**src/rtl/qif_isi_encoder.sv**
```systemverilog
// qif_isi_encoder: detects rising edges on the neuron spike line and queues inter-spike intervals in a FWFT FIFO.
// Build option QIF_ISI_REFRACT_EN drops spikes that arrive fewer than REFRACT cycles after the last accepted one.
//
// state | meaning
// IDLE  | no reference spike yet; the first accepted edge only starts the interval
// COUNT | counting cycles since the last accepted edge; each new edge yields an ISI
module qif_isi_encoder #(
  parameter int ISI_W   = 8,
  parameter int DEPTH   = 4,
  parameter int CNT_W   = 16,
  parameter int REFRACT = 3
) (
  input  logic             clk,
  input  logic             rst,
  input  logic             spike_in,
  input  logic             clr,
  output logic [ISI_W-1:0] out_isi,
  output logic             out_valid,
  input  logic             out_ready,
  output logic [CNT_W-1:0] spike_count,
  output logic             drop
);
  localparam int AW = $clog2(DEPTH);
  localparam logic [ISI_W-1:0] ISI_MAX  = '1;
  localparam logic [ISI_W-1:0] ISI_ONE  = ISI_W'(1);
  localparam logic [CNT_W-1:0] CNT_MAX  = '1;
  localparam logic [CNT_W-1:0] CNT_ONE  = CNT_W'(1);
  localparam logic [AW-1:0]    PTR_ONE  = AW'(1);
  localparam logic [AW:0]      FILL_ONE = (AW+1)'(1);
  localparam logic [AW:0]      FILL_MAX = (AW+1)'(DEPTH);

  if (DEPTH < 2 || (DEPTH & (DEPTH - 1)) != 0 || REFRACT < 0) begin : g_bad_param
    $error("qif_isi_encoder: DEPTH must be a power of two >= 2 and REFRACT >= 0");
  end

  typedef enum logic {IDLE, COUNT} state_t;

  state_t           state, state_nxt;
  logic             spike_d;
  logic [ISI_W-1:0] isi_cnt, isi_cnt_nxt;
  logic [ISI_W-1:0] mem [DEPTH];
  logic [AW-1:0]    wr_ptr, rd_ptr;
  logic [AW:0]      fill;
  logic             spike_evt, too_soon, accept, push, pop, full, wr_en, drop_set;

  assign spike_evt = spike_in & ~spike_d;
  assign full      = (fill == FILL_MAX);
  assign out_valid = (fill != '0);
  assign out_isi   = out_valid ? mem[rd_ptr] : '0;
  assign pop       = out_valid & out_ready & ~clr;
  // A full FIFO still takes the new ISI when the head leaves in the same cycle.
  assign wr_en     = push & (~full | pop);
  assign drop_set  = push & full & ~pop;

`ifdef QIF_ISI_REFRACT_EN
  localparam logic [ISI_W-1:0] REFRACT_V = ISI_W'(REFRACT);
  assign too_soon = (isi_cnt < REFRACT_V);
`else
  assign too_soon = 1'b0;
`endif

  always_ff @(posedge clk or negedge rst) begin
    if (!rst) begin
      state   <= IDLE;
      isi_cnt <= '0;
    end else begin
      state   <= state_nxt;
      isi_cnt <= isi_cnt_nxt;
    end
  end

  always_comb begin
    state_nxt   = state;
    isi_cnt_nxt = isi_cnt;
    accept      = 1'b0;
    push        = 1'b0;
    if (clr) begin
      state_nxt   = IDLE;
      isi_cnt_nxt = '0;
    end else begin
      case (state)
        IDLE: begin
          if (spike_evt) begin
            accept      = 1'b1;
            isi_cnt_nxt = ISI_ONE;
            state_nxt   = COUNT;
          end
        end
        COUNT: begin
          if (spike_evt && !too_soon) begin
            accept      = 1'b1;
            push        = 1'b1;
            isi_cnt_nxt = ISI_ONE;
          end else if (isi_cnt != ISI_MAX) begin
            isi_cnt_nxt = isi_cnt + ISI_ONE;
          end
        end
        default: state_nxt = IDLE;
      endcase
    end
  end

  // History keeps sampling through clr so a line held high across it is not a new edge.
  always_ff @(posedge clk or negedge rst) begin
    if (!rst) spike_d <= 1'b0;
    else      spike_d <= spike_in;
  end

  always_ff @(posedge clk or negedge rst) begin
    if (!rst) begin
      wr_ptr <= '0;
      rd_ptr <= '0;
      fill   <= '0;
    end else if (clr) begin
      wr_ptr <= '0;
      rd_ptr <= '0;
      fill   <= '0;
    end else begin
      if (wr_en) wr_ptr <= wr_ptr + PTR_ONE;
      if (pop)   rd_ptr <= rd_ptr + PTR_ONE;
      case ({wr_en, pop})
        2'b10:   fill <= fill + FILL_ONE;
        2'b01:   fill <= fill - FILL_ONE;
        default: fill <= fill;
      endcase
    end
  end

  always_ff @(posedge clk) begin
    if (wr_en) mem[wr_ptr] <= isi_cnt;
  end

  always_ff @(posedge clk or negedge rst) begin
    if (!rst) begin
      spike_count <= '0;
      drop        <= 1'b0;
    end else if (clr) begin
      spike_count <= '0;
      drop        <= 1'b0;
    end else begin
      if (accept && spike_count != CNT_MAX) spike_count <= spike_count + CNT_ONE;
      if (drop_set) drop <= 1'b1;
    end
  end

endmodule

```
**config.mk**
```make
export PLATFORM = sky130hd
export DESIGN_NAME = qif_isi_encoder
export DESIGN_NICKNAME = d
export VERILOG_FILES = /design/src/rtl/qif_isi_encoder.sv
export SDC_FILE = /design/constraint.sdc
export NUM_CORES = 1
export LEC_CHECK = 0
export ABC_CLOCK_PERIOD_IN_PS = 1900
export CAP_MARGIN = 40
export CORE_ASPECT_RATIO = 1.75
export CORE_UTILIZATION = 52
export DETAILED_ROUTE_END_ITERATION = 8
export PLACE_DENSITY = 0.76
export RECOVER_POWER = 50
export SETUP_SLACK_MARGIN = 0.2
export SYNTH_ARGS = -nofsm -noshare
export SYNTH_HDL_FRONTEND = slang
export SYNTH_SLANG_ARGS = --single-unit
export TNS_END_PERCENT = 1
```
**constraint.sdc**
```tcl
create_clock -name clk -period 1.9 [get_ports clk]
set_input_delay 0.38 -clock clk [delete_from_list [all_inputs] [get_ports clk]]
set_output_delay 0.38 -clock clk [all_outputs]
set_load 0.02 [all_outputs]
```
; Word level (Yosys, flattened, before mapping)
; Memories as Yosys holds them, arrays and structs flattened.
; Cells that the tools add are included.
[op_classes]
addsub = 6
n_reduce_logical = 8
bitwise_logic = 12
n_eq_ne = 7
mux = 24
[ops]
columns = operator, n
row1 = $mux 8, 5
row2 = $mux 16, 2
row3 = $add 16x1->16 const B, 1
row4 = $ne 16x16->1 const B, 1
row5 = $pmux 8 s2, 1
row6 = $mux 1, 10
row7 = $add 8x1->8 const B, 1
row8 = $mux 2, 4
row9 = $ne 8x8->1 const B, 1
row10 = $reduce_bool 2->1, 4
row11 = $and 1x1->1, 6
row12 = $pmux 3 s2, 1
row13 = $reduce_bool 3->1, 2
row14 = $not 1->1, 5
row15 = $add 2x1->2 const B, 2
row16 = $ne 4x2->1 const B, 1
row17 = $add 3x1->3 const B, 1
row18 = $eq 3x3->1 const B, 1
row19 = $mux 3, 1
row20 = $ne 3x3->1 const B, 1
row21 = $sub 3x1->3 const B, 1
row22 = $eq 2x1->1 const B, 1
row23 = $eq 2x2->1 const B, 1
row24 = $reduce_and 2->1, 1
row25 = other kinds (2), 2
[totals]
n_memories = 1
inputBits = 5
mem_bits_rw = 32
register_bits = 34
[memory_table]
columns = memory, depth, word_bits, read_ports, rd_ports_with_merged_regs, wr, line_no
row1 = mem, 4, 8, 1, 0, 1, 41  ; logic [ISI_W-1:0] mem [DEPTH];

; Depth between registers and ports, before layout
[logic_depth]
ltp_word = 9
mapped_depth = 8
depth_no_buf = 7

; Least setup slack after synthesis
; No wires, ideal clock.
[synth_path]
path_type = input -> register
startpoint = in clr
endpoint = reg fill[2]
arrival_time_ns = 1.786
path_buffers = 1
setup_ns = 0.104
path_stages = 7
slack_ns = 0.010
t_required_ns = 1.796
path_cell_list = buf_6 -> nand4bb_1 -> nand2_1 -> nor3_1 -> fa_1 -> o31a_1 -> o311ai_1
[synth_via]
elab_chain_len = 7
[synth_rtl]
columns = element, line_no
row1 = from (decl), 16  ; input logic clr,
row2 = $not 1->1, 50  ; assign pop = out_valid & out_ready & ~clr;
row3 = $and 1x1->1, 50
row4 = $or 1x1->1, 52  ; assign wr_en = push & (~full | pop);
row5 = $and 1x1->1, 52
row6 = $eq 2x1->1 / $eq 2x2->1 (equally long branches), 121  ; case ({wr_en, pop})
row7 = $pmux 3 s2, 121
row8 = $mux 3, 114  ; end else if (clr) begin
row9 = to (signal assigned), 122  ; 2'b10: fill <= fill + FILL_ONE;
row10 = to (signal assigned), 123  ; 2'b01: fill <= fill - FILL_ONE;
row11 = to (signal assigned), 124  ; default: fill <= fill;
row12 = to (decl), 43  ; logic [AW:0] fill;
; Several ways; a longest one is shown, not always the timed one.
; A chain may end at the register's enable or synchronous reset.

; Worst setup path after layout
[layout_path]
startpoint = reg rd_ptr[0]
endpoint = out out_isi[3]
[layout_via]
elab_chain_len = 2
[layout_rtl]
columns = element, line_no
row1 = from (decl), 42  ; logic [AW-1:0] wr_ptr, rd_ptr;
row2 = from (signal assigned), 120  ; if (pop) rd_ptr <= rd_ptr + PTR_ONE;
row3 = $mem_v2 4x8, n/a
row4 = $mux 8, 49  ; assign out_isi = out_valid ? mem[rd_ptr] : '0;
row5 = to (decl), 17  ; output logic [ISI_W-1:0] out_isi,
; No other way between the ends.

==> impl_metrics.env <==
export IMPL_status="complete, but fails checks"
export IMPL_violations="negative setup slack"
export IMPL_grt_usage_pct=22.57
export IMPL_fillers=474
export IMPL_setup_ws_ns=-0.1594
export IMPL_critical_path_class="flip-flop to primary output"
export IMPL_die_h_um=107.8
export IMPL_timing_final_crit_share_pct=108.4
export IMPL_cts_num_sinks=66
export IMPL_hpwl_um=4915
export IMPL_cp_required_ns=1.52
export IMPL_routabilityCongestion=0.7861
export IMPL_antenna_cells=0
export IMPL_grt_max_degree=35
export IMPL_nets=336
export IMPL_clock_power_share_pct=36.7
export IMPL_core_region_area_um2=6181
export IMPL_power_density_nw_per_um2=730.2
export IMPL_drive_gt1_share_pct=32.52
export IMPL_ys_warn_count=0
export IMPL_syn_nets=270
export IMPL_finalSetupViolCount=9
export IMPL_synth_edf_count=32
export IMPL_die_area_um2=6727
export IMPL_cp_start_kind="flip-flop"
export IMPL_antenna_left=0
export IMPL_hold_path_class="input port to flip-flop"
export IMPL_vias=2348
export IMPL_seq_power_share_pct=49.6
export IMPL_ys_seq_area_share_pct=54.52
export IMPL_multiInputGateArea_um2=1538
export IMPL_tns_ns=-1.191
export IMPL_syn_to_final_growth_pct=27.11
export IMPL_fmax_mhz=485.6
export IMPL_overflow=0
export IMPL_critPathLaunch="rd_ptr[0]"
export IMPL_wire_per_inst_um=17.10
export IMPL_syn_area_per_cell_um2=12.88
export IMPL_ioPinCount=31
export IMPL_tightest_slew_ns=0.8716
export IMPL_path_clk_slew_ns=0.07
export IMPL_cts_max_level=3
export IMPL_cts_buffers=9
export IMPL_drc=0
export IMPL_seq_area_um2=1813
export IMPL_slew_headroom_pct=41.89
export IMPL_grt_pass1_wl_um=11260
export IMPL_r2r_slack_ns=0.01
export IMPL_drv_cap=0
export IMPL_reg2reg_from="spike_d"
export IMPL_worstPathMaxFanout=8
export IMPL_syn_cell_area_um2=3323
export IMPL_grt_antenna_before_repair=0
export IMPL_async_reset_ff_share_pct=51.52
export IMPL_ctsLongestPathBuffers=2
export IMPL_grt_pass1_vias=2348
export IMPL_place_port_buffers=30
export IMPL_insertion_delay_ns=0.35
export IMPL_swShare_pct=24.80
export IMPL_fin_worst_skew_ns=0.008962
export IMPL_start_util_pct=53.77
export IMPL_total_leakage_power_uw=0.001769
export IMPL_worstHoldStart="spike_in"
export IMPL_combPwrFrac_pct=13.7
export IMPL_synth_top_flop_cell="dfrtp_1"
export IMPL_cts_root_buf="clkbuf_8"
export IMPL_end_kind="primary output"
export IMPL_rows=38
export IMPL_fp_dieW_um=62.43
export IMPL_firstDrtPassIters=5
export IMPL_vias_per_cell=5.741
export IMPL_power_switching_uw=764.9
export IMPL_internal_power_uw=2319
export IMPL_yosys_register_bits=66
export IMPL_drtIter0Drc=47
export IMPL_tritoncts="yes"
export IMPL_pre_cts_ws_ns=-0.3618
export IMPL_hold_viol_final=0
export IMPL_min_period_ns=2.059
export IMPL_maxSlewViolCount=0
export IMPL_synth_cells=258
export IMPL_drt_total_wl_um=6995
export IMPL_crit_arrival_ns=1.68
export IMPL_yosys_cell_types_count=57
export IMPL_rsz0062_at_grt="true"
export IMPL_peakVddDrop_mv=0.3887
==> worst max-delay path: stages (launching register included) <==
cell and delay [ns]:
dfrtp_1 0.40, buf_12 0.15, mux4_2 0.49, and2_4 0.17, buf_6 0.12
==> sequential cells by signal (all words and copies together), names as in the netlist <==
register,count
mem,32
drop,1
isi_cnt,8
fill,3
spike_count,16
wr_ptr,2
rd_ptr,2
spike_d,1
state,1
==> path summary, 6_finish.rpt <==
check	end	depth (start not counted)
max in group asynchronous	spike_count[2]	2
setup / recovery	out_isi[3]	4
setup reg to reg	spike_count[7]	6
min in group asynchronous	spike_count[14]	2
hold / removal	spike_d	2
hold reg to reg	spike_count[15]	1
==> routing by layer <==
layer | routed length, µm | global-route usage, % | vias to the layer above
li1 | - | - | 1102
met1 | 2438 | 21.84 | 1153
met2 | 3942 | 41.77 | 71
met3 | 311 | 6.356 | 22
met4 | 302 | 13.12 | 0
met5 | 0 | 0 | -
==> Yosys cell counts, drive strengths merged, types with 2 or more instances <==
master  instances  share of area [%]
a211oi          2               0.60
a21oi          18                3.4
nand4           6                1.6
inv             7               0.79
and2           15                2.8
clkbuf          4               0.45
mux4            8                5.4
o311ai          3               0.79
ha              6                2.3
and4b           2               0.60
nor2           21                2.6
mux2            9                3.8
nor2b          10                1.9
buf             6                1.5
and4            3               0.87
o41ai           2               0.53
a31oi           2               0.38
and3            3               0.56
xor2            6                1.6
mux2i           3               0.90
nor3            4               0.75
dfrtp          34                 26
nor4b           3                1.4
nand3           8                1.4
nand2          13                1.5
o21ai           7                1.1
or4             2               0.45
edfxtp         32                 29
or3             3               0.56
o31ai           4               0.90
==> cell families (layout without fill, tap and decap cells) <==
family / count (synthesis) / after routing / synth area share (%)
AO/OA/AOI/OAI: 44 / 44 / 9.262
XOR/XNOR: 6 / 6 / 1.581
flip-flops: 66 / 66 / 54.52
AND/OR/NAND/NOR: 98 / 98 / 18.86
adder cells (fa/ha/maj): 7 / 7 / 2.861
multiplexers: 20 / 20 / 10.17
buffers and inverters: 17 / 88 / 2.748
==> stage by stage <==
| step | cells | utilization, % | instance area, µm² | power (µW) | hold slack [ns] |
|---|---|---|---|---|---|
| 4_1_cts | 408 | 67.55 | 4175 | 3100 | 0.4333 |
| 6_report | 409 | 68.34 | 4224 | 3084 | 0.4982 |
| 5_1_grt | 409 | 68.34 | 4224 | 3193 | 0.5015 |
| 3_3_place_gp | 392 | 63.77 | 3941 | 1935 | 0.5006 |
| 2_1_floorplan | 258 | - | 3326 | 1762 | 0.08441 |
| 3_5_place_dp | 392 | 63.77 | 3941 | 1943 | 0.5042 |
==> placed cells by master (no fill, tap or decap), types with 4 or more instances in the layout <==
cell / n
o21ai_0: 6
clkbuf_8: 9
a21oi_4: 6
buf_4: 26
clkbuf_1: 4
and2_4: 8
nand2_1: 12
buf_6: 10
dlygate4sd2_1: 18
a21oi_1: 12
and2_2: 4
mux2_4: 7
nand4_1: 5
nand3_1: 7
nor2_1: 20
o31ai_1: 4
edfxtp_1: 32
dfrtp_1: 33
nor2b_1: 10
inv_1: 5
xor2_1: 6
mux4_2: 8
ha_1: 5
==> power groups by stage <==
stage          combinational [µW]  clock (µW)  sequential, µW
2_1_floorplan                 202           0            1560
3_3_place_gp                  378           0            1560
3_5_place_dp                  385           0            1560
4_1_cts                       425        1140            1530
5_1_grt                       457        1200            1530
6_report                      423        1130            1530
==> cell type report <==
| class | count | area share [%] |
|---|---|---|
| Inverter | 7 | 0.6220 |
| Clock buffer | 10 | 3.021 |
| Timing Repair Buffer | 65 | 13.30 |
| Clock inverter | 6 | 1.363 |
| Multi-Input combinational cell | 175 | 36.40 |
| Tap cell | 80 | 2.370 |
| Sequential cell | 66 | 42.92 |
==> repair_timing <==
action                     in CTS  in global routing
cloned                          0                  0
hold endpoints to repair        0                  0
setup buffers                   0                  1
hold buffers                    0                  0
setup endpoints to repair      70                 56
pin swaps                       5                  9
resized for setup              91                 13
No activity file was read; power rests on OpenSTA's default activity.
